==> src/rtl/apb_pkg.sv <==
// apb_pkg: shared FSM encoding and default bus widths for the APB master arbiter.
//   apb_state_e : IDLE / SETUP / ACCESS phases of the APB master
//   DEF_AW/DEF_DW : default address and data widths
package apb_pkg;

    typedef enum logic [1:0] {
        IDLE,
        SETUP,
        ACCESS
    } apb_state_e;

    localparam int DEF_AW = 8;
    localparam int DEF_DW = 8;

endpackage

==> src/rtl/apb_rr_arbiter.sv <==
// apb_rr_arbiter: combinational round-robin pick among NREQ requesters.
//   req_i         : request mask
//   last_i        : id of the most recently granted requester
//   grant_valid_o : at least one request is pending
//   grant_id_o    : first set bit of req_i scanning last_i+1, last_i+2, ... modulo NREQ
module apb_rr_arbiter #(
    parameter int NREQ = 4,
    parameter int IDW  = (NREQ > 1) ? $clog2(NREQ) : 1
) (
    input  logic [NREQ-1:0] req_i,
    input  logic [IDW-1:0]  last_i,
    output logic            grant_valid_o,
    output logic [IDW-1:0]  grant_id_o
);

    int             pos;
    logic [IDW-1:0] idx;

    // Scan from the farthest candidate back to the nearest so the nearest
    // requester after last_i is the final (winning) assignment.
    always_comb begin
        grant_id_o = '0;
        pos        = 0;
        idx        = '0;
        for (int i = NREQ; i >= 1; i--) begin
            pos = (int'(last_i) + i) % NREQ;
            idx = IDW'(pos);
            grant_id_o = req_i[idx] ? idx : grant_id_o;
        end
    end

    assign grant_valid_o = |req_i;

endmodule

==> src/rtl/apb_master_arbiter.sv <==
// apb_master_arbiter: shares one APB master port between NREQ requesters with
// round-robin arbitration and a PREADY timeout.
//   PCLK, PRESET             : clock, asynchronous active-high reset
//   req_valid_i/write/addr/wdata : per-requester command (flattened buses)
//   req_ready_o              : one-hot pulse in SETUP, command accepted
//   rsp_valid_o/rdata/err    : one-hot pulse with read data and error status
//   PADDR_o..PENABLE_o       : APB master outputs (all registered)
//   PRDATA_i/PREADY_i/PSLVERR_i : APB slave response, sampled only in ACCESS
module apb_master_arbiter
    import apb_pkg::*;
#(
    parameter int NREQ    = 4,
    parameter int AW      = DEF_AW,
    parameter int DW      = DEF_DW,
    parameter int TIMEOUT = 16
) (
    input  logic             PCLK,
    input  logic             PRESET,
    input  logic [NREQ-1:0]    req_valid_i,
    input  logic [NREQ-1:0]    req_write_i,
    input  logic [NREQ*AW-1:0] req_addr_i,
    input  logic [NREQ*DW-1:0] req_wdata_i,
    output logic [NREQ-1:0]    req_ready_o,
    output logic [NREQ-1:0]    rsp_valid_o,
    output logic [DW-1:0]      rsp_rdata_o,
    output logic               rsp_err_o,
    output logic [AW-1:0]      PADDR_o,
    output logic [DW-1:0]      PWDATA_o,
    output logic               PWRITE_o,
    output logic               PSEL_o,
    output logic               PENABLE_o,
    input  logic [DW-1:0]      PRDATA_i,
    input  logic               PREADY_i,
    input  logic               PSLVERR_i
);

    localparam int IDW = (NREQ > 1) ? $clog2(NREQ) : 1;
    localparam int CW  = $clog2(TIMEOUT + 1);

    apb_state_e      state_q, state_d;
    logic [IDW-1:0]  last_q, last_d;
    logic [CW-1:0]   cnt_q, cnt_d;
    logic [AW-1:0]   addr_q, addr_d;
    logic [DW-1:0]   wdata_q, wdata_d;
    logic            write_q, write_d;
    logic            psel_q, psel_d;
    logic            penable_q, penable_d;
    logic [NREQ-1:0] req_ready_q, req_ready_d;
    logic [NREQ-1:0] rsp_valid_q, rsp_valid_d;
    logic [DW-1:0]   rsp_rdata_q, rsp_rdata_d;
    logic            rsp_err_q, rsp_err_d;

    logic            grant_valid;
    logic [IDW-1:0]  grant_id;
    logic [AW-1:0]   sel_addr;
    logic [DW-1:0]   sel_wdata;
    logic            sel_write;
    logic            expired;
    logic            done;
    logic            take;

    apb_rr_arbiter #(
        .NREQ (NREQ),
        .IDW  (IDW)
    ) u_arb (
        .req_i         (req_valid_i),
        .last_i        (last_q),
        .grant_valid_o (grant_valid),
        .grant_id_o    (grant_id)
    );

    // last_q doubles as the id of the transfer in flight: it is set on grant.
    assign expired = (cnt_q == CW'(TIMEOUT)) && !PREADY_i;
    assign done    = (state_q == ACCESS) && (PREADY_i || expired);
    // A new grant is taken from IDLE or on a normal completion; never after an abort.
    assign take    = grant_valid && ((state_q == IDLE) || (state_q == ACCESS && PREADY_i));

    always_ff @(posedge PCLK or posedge PRESET) begin
        if (PRESET) state_q <= IDLE;
        else        state_q <= state_d;
    end

    always_comb begin
        state_d = state_q;
        case (state_q)
            IDLE:    state_d = grant_valid ? SETUP : IDLE;
            SETUP:   state_d = ACCESS;
            ACCESS:  state_d = PREADY_i ? (grant_valid ? SETUP : IDLE) : (expired ? IDLE : ACCESS);
            default: state_d = IDLE;
        endcase
    end

    always_comb begin
        sel_addr  = '0;
        sel_wdata = '0;
        sel_write = 1'b0;
        for (int i = 0; i < NREQ; i++) begin
            if (grant_id == IDW'(i)) begin
                sel_addr  = req_addr_i[i*AW +: AW];
                sel_wdata = req_wdata_i[i*DW +: DW];
                sel_write = req_write_i[i];
            end
        end
        psel_d      = state_d != IDLE;
        penable_d   = state_d == ACCESS;
        addr_d      = take ? sel_addr : addr_q;
        wdata_d     = take ? sel_wdata : wdata_q;
        write_d     = take ? sel_write : write_q;
        last_d      = take ? grant_id : last_q;
        req_ready_d = take ? NREQ'(1) << grant_id : '0;
        // Response uses the outgoing id, even when a new grant happens on the same edge.
        rsp_valid_d = done ? NREQ'(1) << last_q : '0;
        rsp_err_d   = done && (!PREADY_i || PSLVERR_i);
        rsp_rdata_d = (done && PREADY_i && !write_q) ? PRDATA_i : '0;
        cnt_d       = (state_d == ACCESS) ? ((state_q == ACCESS) ? cnt_q + 1'b1 : CW'(1)) : '0;
    end

    always_ff @(posedge PCLK or posedge PRESET) begin
        if (PRESET) begin
            last_q      <= IDW'(NREQ - 1);
            cnt_q       <= '0;
            addr_q      <= '0;
            wdata_q     <= '0;
            write_q     <= 1'b0;
            psel_q      <= 1'b0;
            penable_q   <= 1'b0;
            req_ready_q <= '0;
            rsp_valid_q <= '0;
            rsp_rdata_q <= '0;
            rsp_err_q   <= 1'b0;
        end else begin
            last_q      <= last_d;
            cnt_q       <= cnt_d;
            addr_q      <= addr_d;
            wdata_q     <= wdata_d;
            write_q     <= write_d;
            psel_q      <= psel_d;
            penable_q   <= penable_d;
            req_ready_q <= req_ready_d;
            rsp_valid_q <= rsp_valid_d;
            rsp_rdata_q <= rsp_rdata_d;
            rsp_err_q   <= rsp_err_d;
        end
    end

    assign req_ready_o = req_ready_q;
    assign rsp_valid_o = rsp_valid_q;
    assign rsp_rdata_o = rsp_rdata_q;
    assign rsp_err_o   = rsp_err_q;
    assign PADDR_o     = addr_q;
    assign PWDATA_o    = wdata_q;
    assign PWRITE_o    = write_q;
    assign PSEL_o      = psel_q;
    assign PENABLE_o   = penable_q;

endmodule

==> config.mk <==
export PLATFORM = sky130hd
export DESIGN_NAME = apb_master_arbiter
export DESIGN_NICKNAME = d
export VERILOG_FILES = /design/src/rtl/apb_pkg.sv /design/src/rtl/apb_rr_arbiter.sv /design/src/rtl/apb_master_arbiter.sv
export SDC_FILE = /design/constraint.sdc
export NUM_CORES = 1
export LEC_CHECK = 0
export ABC_CLOCK_PERIOD_IN_PS = 3800
export CAP_MARGIN = 20
export CORE_MARGIN = 4
export CORE_UTILIZATION = 45
export CTS_BUF_LIST = sky130_fd_sc_hd__clkbuf_2
export CTS_CLUSTER_SIZE = 10
export DETAILED_ROUTE_END_ITERATION = 6
export PLACE_DENSITY = 0.92
export SLEW_MARGIN = 15
export SYNTH_ARGS = -nofsm -noshare
export SYNTH_HDL_FRONTEND = slang
export SYNTH_SLANG_ARGS = --single-unit
==> constraint.sdc <==
create_clock -name PCLK -period 3.8 [get_ports PCLK]
set_input_delay 1.14 -clock PCLK [delete_from_list [all_inputs] [get_ports PCLK]]
set_output_delay 1.14 -clock PCLK [all_outputs]
set_load 0.01 [all_outputs]
Yosys cells after proc, flatten, opt, wreduce, memory -nomap -nowiden
Index checks and enable logic that the tools add are counted.
- register bits: 45
- input bits: 84
- output and inout bits: 36
- logic and storage cells: 79
- add/sub/neg operators: 5
- magnitude comparators: 4
- eq/ne operators: 7
- shift operators: 2
- mux-type cells: 33
- reductions and logical operators: 16
- operator list (operator ; number):
    two-way mux 8 bit ; 9
    < comparator 2 x 3 -> 1 bit, second input constant ; 4
    two-way mux 2 bit ; 6
    two-way mux 5 bit ; 2
    two-way mux 1 bit ; 9
    binary-select mux 1 bit (select 2 bit) ; 4
    == test 2 bit, second input constant ; 4
    two-way mux 4 bit ; 2
    << shifter 1 x 2 -> 4 bit, first input constant ; 2
    logical AND 1 bit ; 7
    case mux 2 bit (3 select lines) ; 1
    adder 5 x 1 -> 5 bit, second input constant ; 1
    == test 5 bit, second input constant ; 1
    adder 2 x 1 -> 2 bit, second input constant ; 2
    adder 2 bit, second input constant ; 2
    == test 2 x 1 -> 1 bit, second input constant ; 2
    logical NOT 2 bit ; 2
    OR reduction 4 bit ; 1
    logical OR 1 bit ; 3
    logical NOT 1 bit ; 2
    nonzero test 2 bit ; 1

Longest topological paths before layout
Gate-level depths: netlist of run 1.
- depth in word-level cells: 12
- mapped depth: 11
- gate-level depth less buffers: 8

Cells and area by module
From an unflattened synthesis of run 1, not the netlist that was laid out.
- cell total of the unflattened synthesis: 149
- area total of the unflattened synthesis: 2174.6 um2
- by module, submodules not included (module ; instances ; cells an instance ; area an instance (um2) ; seq. area each (um2)):
    apb_master_arbiter ; 1 ; 135 ; 2083.2 ; 1128.6
    apb_rr_arbiter ; 1 ; 14 ; 91.3 ; 0.0

Least setup slack after synthesis of run 1
OpenSTA, ideal clock, no wires.
- path kind: input to register
- from: input req_valid_i[0]
- to: register addr_q[7], in the netlist PADDR_o[7]
- setup time: 143 ps
- arrival time: 2555 ps
- data required time: 3657 ps
- path slack: 1102 ps
- stages on the path: 8
- path buffers: 2
- cell sequence: mux4_2 nor2b_4 or2_1 buf_6 nand2_8 buf_12 mux2i_1 o221ai_1
- cells in the longest elaborated chain, start to end: 11
- elaborated cells between the ends (all ways): 22
- classes of those cells: eq/ne: 3; mux: 16; reduce/logical: 3
- ends and longest elaborated chain (what ; RTL line ; source):
    from (decl) ; apb_master_arbiter.sv:19 ; input logic [NREQ-1:0] req_valid_i,
    binary-select mux 1 bit (select 2 bit) ; apb_rr_arbiter.sv:28 ; grant_id_o = req_i[idx] ? idx : grant_id_o;
    two-way mux 1 bit (implied by the code) ; apb_rr_arbiter.sv:28 ;
    two-way mux 2 bit (4 in a row) ; apb_rr_arbiter.sv:28 ;
    logical NOT 2 bit ; apb_master_arbiter.sv:98 ; if (grant_id == IDW'(i)) begin
    two-way mux 8 bit (4 in a row) ; apb_master_arbiter.sv:98 ;
    to (signal assigned) ; apb_master_arbiter.sv:134 ; addr_q <= addr_d;
    to (decl) ; apb_master_arbiter.sv:43 ; logic [AW-1:0] addr_q, addr_d;
Parallel ways exist; a longest one is shown, timed or not. The select of a mux whose other input is x is not followed.
A chain may end at the register's enable or synchronous reset.

Final worst setup path of run 1
- from: input req_valid_i[1]
- to: register wdata_q[3], in the netlist PWDATA_o[3]
- cells in the longest elaborated chain, start to end: 11
- elaborated cells between the ends (all ways): 22
- classes of those cells: eq/ne: 3; mux: 16; reduce/logical: 3
- ends and longest elaborated chain (what ; RTL line ; source):
    binary-select mux 1 bit (select 2 bit) ; apb_rr_arbiter.sv:28 ;
    two-way mux 1 bit (implied by the code) ; apb_rr_arbiter.sv:28 ;
    two-way mux 2 bit (4 in a row) ; apb_rr_arbiter.sv:28 ;
    logical NOT 2 bit ; apb_master_arbiter.sv:98 ;
    two-way mux 8 bit (4 in a row) ; apb_master_arbiter.sv:98 ;
    to (signal assigned) ; apb_master_arbiter.sv:135 ; wdata_q <= wdata_d;
    to (decl) ; apb_master_arbiter.sv:44 ; logic [DW-1:0] wdata_q, wdata_d;
Parallel ways exist; a longest one is shown, timed or not. The select of a mux whose other input is x is not followed.

==> flow_summary_export.csv, run 1 <==
group,metric,value,unit
global_route,grt_overflow,0,
yosys,yosysWarnings,0,
pwr,p_per_area,702.1,nW/µm²
yosys,ys_types,39,
clock_network,postCtsHoldBufs,0,
clock_network,cts.repair.resized,0,
worst_setup_path,crit_start,"req_valid_i[1]",
placed_design,gp_congestion,0.7967,
timing,finalMaxSlewViolations,0,
clock_network,tritoncts,"yes",
die,ios,120,
drt,wl_per_cell,16.68,µm
layout,area_growth,54.81,%
global_route,grt_max_degree,46,
placed_design,dpl-instance-area,3649,µm²
timing,period_share,86.95,%
clock_network,cts_buffers,5,
global_route,grt_usage,22.07,%
pwr,power,2.628,mW
die,start_util,46.73,%
drt,drt_iter0_drc,151,
drt,drtPass1Iterations,4,
timing,rsz0062_at_grt,"false",
worst_setup_path,crit_arrival,3.65,ns
worst_setup_path,worst-setup-path-type,"input port to register",
layout,multi_input_area,1174,µm²
layout,seq_area,1129,µm²
timing,fin_worst_skew,0.005480,ns
worst_setup_path,required,4.15,ns
worst_setup_path,critPathLaunchType,"input port",
layout,fillCellCount,363,
timing,fin_hold_ws,0.5449,ns
yosys,yosysTopAreaCell,"dfrtp_1",
timing,hold_viol,0,
die,die_x,81.29,µm
status,status,"complete, no violations",
yosys,synthesis.nets,321,
clock_network,cts_buffer_depth,2,
yosys,synthCells,231,
yosys,ys_seq_area_share,46.69,%
placed_design,dp_hpwl,5.316,mm
timing,setup_violations,0,
die,rows,26,
run,max-cap-violations,0,
drt,wl,7.007,mm
worst_setup_path,cp-end-kind,"register",
die,die_area,6608,µm²
worst_setup_path,rr_startpoint,"last_q[0]$_DFFE_PP1P_",
drt,routed-via-count,2244,
yosys,synth_top_area_share,44.51,%
layout,fin_area,3742,µm²
clock_network,clk_latency,0.41,ns
global_route,grt_pass1_wl,11.05,mm
yosys,synth_flop_cell,"dfrtp_1",
clock_network,h-tree-depth,2,
yosys,synth_edf_count,0,
timing,slew_headroom,32.01,%
clock_network,cts_root_buf,"clkbuf_2",
yosys,synth.area.top_cells,"dfrtp_1 45%, mux2i_1 8.3%, o211ai_1 5.3%, a21o_1 4.7%, nand3_1 3.9%",
yosys,syn_avg_cell_area,10.46,µm²
layout,utilization,72.35,%
pwr,ir_drop,0.0003863,V
timing,max_freq,0.3027,GHz
clock_network,path_clk_slew,0.24,ns
clock_network,cts_setup_buffers,0,
yosys,ys_seq_elements,45,
die,dieHeight,81.29,µm
drt,drc,0,
placed_design,io_buffers,119,
timing,tightest_slew,1.016,ns
drt,postRouteAntennaNets,0,
drt,vias_per_cell,5.343,
pwr,cellLeakagePower,1.600,nW
clock_network,cts_sinks,45,
layout,drive_above_1_share,6.571,%
yosys,async_flop_share,100.0,%
global_route,antenna_found_initial,0,
timing,tns,0,ns
worst_setup_path,crit_fanout,16,
yosys,syn-cell-area,2417,µm²
layout,nNetsFinal,439,
layout,antennaDiodeCount,0,
global_route,grt_pass1_vias,2280,
timing,min_period,3.304,ns
hold_path,hp-start,"PADDR_o[3]$_DFFE_PP0P_",
hold_path,hold_class,"register to register",
die,core_area,5172,µm²
-- flip-flops by register name, summed over array words and instances (netlist names) --
| name | flops |
|---|---|
| state_q | 2 |
| PWRITE_o | 1 |
| req_ready_o | 4 |
| last_q | 2 |
| rsp_rdata_o | 8 |
| PSEL_o | 1 |
| PADDR_o | 8 |
| rsp_valid_o | 4 |
| rsp_err_o | 1 |
| PWDATA_o | 8 |
| cnt_q | 5 |
| PENABLE_o | 1 |
-- routing by layer --
| layer | global-route usage, % | wire length (µm) | vias up |
|---|---|---|---|
| li1 | - | - | 1052 |
| met1 | 25.46 | 2646 | 1086 |
| met2 | 39.66 | 3770 | 94 |
| met3 | 4.656 | 454 | 12 |
| met4 | 8.446 | 136 | 0 |
| met5 | 0 | 0 | - |
-- cell usage in the layout (no fill, tap or decap), types with 5 or more instances in the layout --
master / instances
o211ai_1: 17
nand2_1: 20
nor2_1: 12
ha_1: 6
inv_1: 7
clkdlybuf4s50_1: 119
clkbuf_2: 5
nand3_1: 19
and2_1: 12
dfrtp_1: 43
buf_4: 5
mux2i_1: 20
o21ai_0: 16
a21o_1: 15
-- final cells by class --
class                           instances  area share, %
Tap cell                               70          2.340
Inverter                                8         0.8024
Sequential cell                        45          30.16
Timing Repair Buffer                  124          32.83
Clock inverter                          3          1.839
Multi-Input combinational cell        165          31.36
Clock buffer                            5         0.6687
-- cell families (layout without fill, tap and decap cells) --
group | Yosys count | count (layout) | share of synthesized area, %
buffers and inverters | 21 | 140 | 5.228
xor gates and xnor gates | 3 | 3 | 1.087
DFF | 45 | 45 | 46.69
AOI/OAI and AO/OA | 61 | 61 | 17.65
muxes | 24 | 24 | 11.08
adders and majority gates | 6 | 6 | 3.106
and+or+nand+nor | 71 | 71 | 15.17
-- synthesized netlist by cell type, drive strengths merged (5+ instances only) --
cell type / number
dfrtp: 43
ha: 6
mux2i: 20
and2: 12
o21ai: 19
nand2: 21
o211ai: 17
nand3: 19
buf: 8
inv: 8
nor2: 12
a21o: 15
clkbuf: 5
-- critical path, stage by stage --
cell and delay [ns]:
clkdlybuf4s50_1 0.53, mux4_2 0.50, nor2b_4 0.16, nor2_1 0.76
o21ai_0 0.25, a21o_1 0.23, o211ai_1 0.07
-- power by group --
group / switching [mW] / internal [mW]
Combinational: 0.774 / 0.740
Sequential: 0.114 / 0.652
Clock: 0.168 / 0.180
Total: 1.06 / 1.57
-- worst paths after layout --
kind | to | slack [ns] | depth (start not counted)
worst max-delay path | PWDATA_o[3]$_DFFE_PP0P_ | 0.50 | 7
worst min-delay path | PADDR_o[3]$_DFFE_PP0P_ | 0.54 | 2
worst max register to register | PWDATA_o[3]$_DFFE_PP0P_ | 0.66 | 8
worst min register to register | PADDR_o[3]$_DFFE_PP0P_ | 0.54 | 2
max in group asynchronous | rsp_valid_o[3]$_DFF_PP0_ | 2.04 | 2
min in group asynchronous | rsp_rdata_o[3]$_DFF_PP0_ | 1.21 | 2
-- per-stage QoR --
step | setup slack (ns) | cells
finish | 0.4959 | 420
CTS | 0.5594 | 420
detailed placement | 0.09734 | 412
floorplan | 1.102 | 231
global route | 0.3247 | 420
global placement | 0.1901 | 412
(Power assumes the default switching activity.)
==> inputs of run 2 (changes only) <==
--- a/config.mk
+++ b/config.mk
@@ -12,6 +12,7 @@
 export CTS_BUF_LIST = sky130_fd_sc_hd__clkbuf_2
 export CTS_CLUSTER_SIZE = 10
 export DETAILED_ROUTE_END_ITERATION = 6
+export GPL_ROUTABILITY_DRIVEN = 1
 export PLACE_DENSITY = 0.92
 export SLEW_MARGIN = 15
 export SYNTH_ARGS = -nofsm -noshare
==> results of run 2 <==
The final DEF is identical to that of run 1; final timing and power are the same.
==> inputs of run 3 (changes only) <==
--- a/config.mk
+++ b/config.mk
@@ -13,7 +13,7 @@
 export CTS_CLUSTER_SIZE = 10
 export DETAILED_ROUTE_END_ITERATION = 6
 export GPL_ROUTABILITY_DRIVEN = 1
-export PLACE_DENSITY = 0.92
+export PLACE_DENSITY = 0.93
 export SLEW_MARGIN = 15
 export SYNTH_ARGS = -nofsm -noshare
 export SYNTH_HDL_FRONTEND = slang
==> flow_summary_export.csv, run 3 (synthesized netlist as in run 1, its figures left out) <==
group,metric,value,unit
global_route,grt_usage,20.31,%
worst_setup_path,required,4.15,ns
clock_network,tritoncts,"yes",
die,rows,26,
hold_path,hold_class,"register to register",
drt,routed-via-count,2202,
clock_network,h-tree-depth,2,
timing,tns,0,ns
worst_setup_path,crit_arrival,3.60,ns
die,dieHeight,81.29,µm
drt,wl,6.693,mm
layout,antennaDiodeCount,0,
timing,rsz0062_at_grt,"false",
worst_setup_path,cp-end-kind,"register",
status,status,"complete, no violations",
timing,tightest_slew,0.9716,ns
clock_network,cts_sinks,45,
global_route,grt_pass1_wl,10.18,mm
timing,fin_hold_ws,0.5363,ns
die,core_area,5172,µm²
layout,final_common_cell,"clkdlybuf4s50_1",
worst_setup_path,worst-setup-path-type,"input port to register",
timing,setup_violations,0,
timing,hold_viol,0,
clock_network,clk_latency,0.42,ns
drt,wl_per_cell,15.82,µm
pwr,p_per_area,682.7,nW/µm²
layout,utilization,72.38,%
timing,period_share,85.50,%
drt,drtPass1Iterations,4,
pwr,ir_drop,0.0003720,V
pwr,cellLeakagePower,1.605,nW
clock_network,path_clk_slew,0.23,ns
die,die_x,81.29,µm
layout,seq_area,1129,µm²
die,die_area,6608,µm²
clock_network,cts_buffer_depth,2,
layout,area_growth,54.87,%
clock_network,postCtsHoldBufs,0,
drt,drc,0,
global_route,grt_max_degree,46,
layout,nNetsFinal,442,
timing,max_freq,0.3078,GHz
clock_network,cts_root_buf,"clkbuf_2",
die,start_util,46.73,%
timing,slew_headroom,34.99,%
placed_design,gp_congestion,0.8126,
drt,drt_iter0_drc,89,
global_route,antenna_found_initial,0,
clock_network,cts_buffers,5,
layout,multi_input_area,1174,µm²
placed_design,io_buffers,119,
worst_setup_path,critPathLaunchType,"input port",
layout,drive_above_1_share,7.365,%
timing,fin_worst_skew,0.01600,ns
worst_setup_path,crit_fanout,16,
global_route,grt_pass1_vias,2162,
global_route,grt_overflow,0,
clock_network,cts_setup_buffers,0,
clock_network,cts.repair.resized,0,
drt,postRouteAntennaNets,0,
die,ios,120,
layout,fillCellCount,382,
drt,vias_per_cell,5.206,
timing,min_period,3.249,ns
placed_design,dp_hpwl,5.037,mm
run,max-cap-violations,0,
layout,final_cell_mix,"119 x clkdlybuf4s50_1, 43 x dfrtp_1, 20 x mux2i_1, 20 x nand2_1, 19 x nand3_1",
timing,finalMaxSlewViolations,0,
[run 3: cell type report]
class | instances | area share, %
multi-input cells | 165 | 31.35
inverters | 8 | 0.8021
clock inverters | 3 | 1.270
repair buffers | 127 | 33.42
well taps | 70 | 2.340
flip-flops and latches | 45 | 30.15
clock buffers | 5 | 0.6684
[run 3: final timing paths]
path	from	to	slack (ns)	cells past startpoint
hold / removal	PADDR_o[7]$_DFFE_PP0P_	PADDR_o[7]$_DFFE_PP0P_	0.54	2
min in group asynchronous	PRESET	cnt_q[3]$_DFF_PP0_	1.18	2
setup / recovery	req_valid_i[0]	PADDR_o[2]$_DFFE_PP0P_	0.55	7
hold reg to reg	PADDR_o[7]$_DFFE_PP0P_	PADDR_o[7]$_DFFE_PP0P_	0.54	2
setup reg to reg	last_q[0]$_DFFE_PP1P_	PADDR_o[2]$_DFFE_PP0P_	0.73	8
max in group asynchronous	PRESET	req_ready_o[3]$_DFF_PP0_	2.02	2
[run 3: per-layer routing]
| layer | wire length, µm | track usage, % |
|---|---|---|
| met5 | 0 | 0 |
| met4 | 147 | 8.615 |
| met3 | 433 | 3.548 |
| met2 | 3508 | 35.42 |
| met1 | 2603 | 24.47 |
[run 3: critical path, cell delays in order]
cell             delay [ns]
clkdlybuf4s50_1        0.53
mux4_2                 0.50
nor2b_4                0.16
nor2_1                 0.73
o21ai_0                0.23
a21o_1                 0.22
o211ai_1               0.08
[run 3: where the power goes]
part / internal [mW] / switching (mW)
clock network: 0.116 / 0.167
registers: 0.652 / 0.111
logic: 0.746 / 0.764
total: 1.51 / 1.04
[run 3: stage by stage]
stage	worst slack, ns	std cells	area, µm²	power, mW
finish	0.5510	423	3744	2.556
global route	0.3977	423	3744	2.737
CTS	0.6147	423	3744	2.573
detailed placement	0.1485	415	3671	2.288
global placement	0.2233	415	3671	2.241
floorplan	1.102	231	2417	1.769
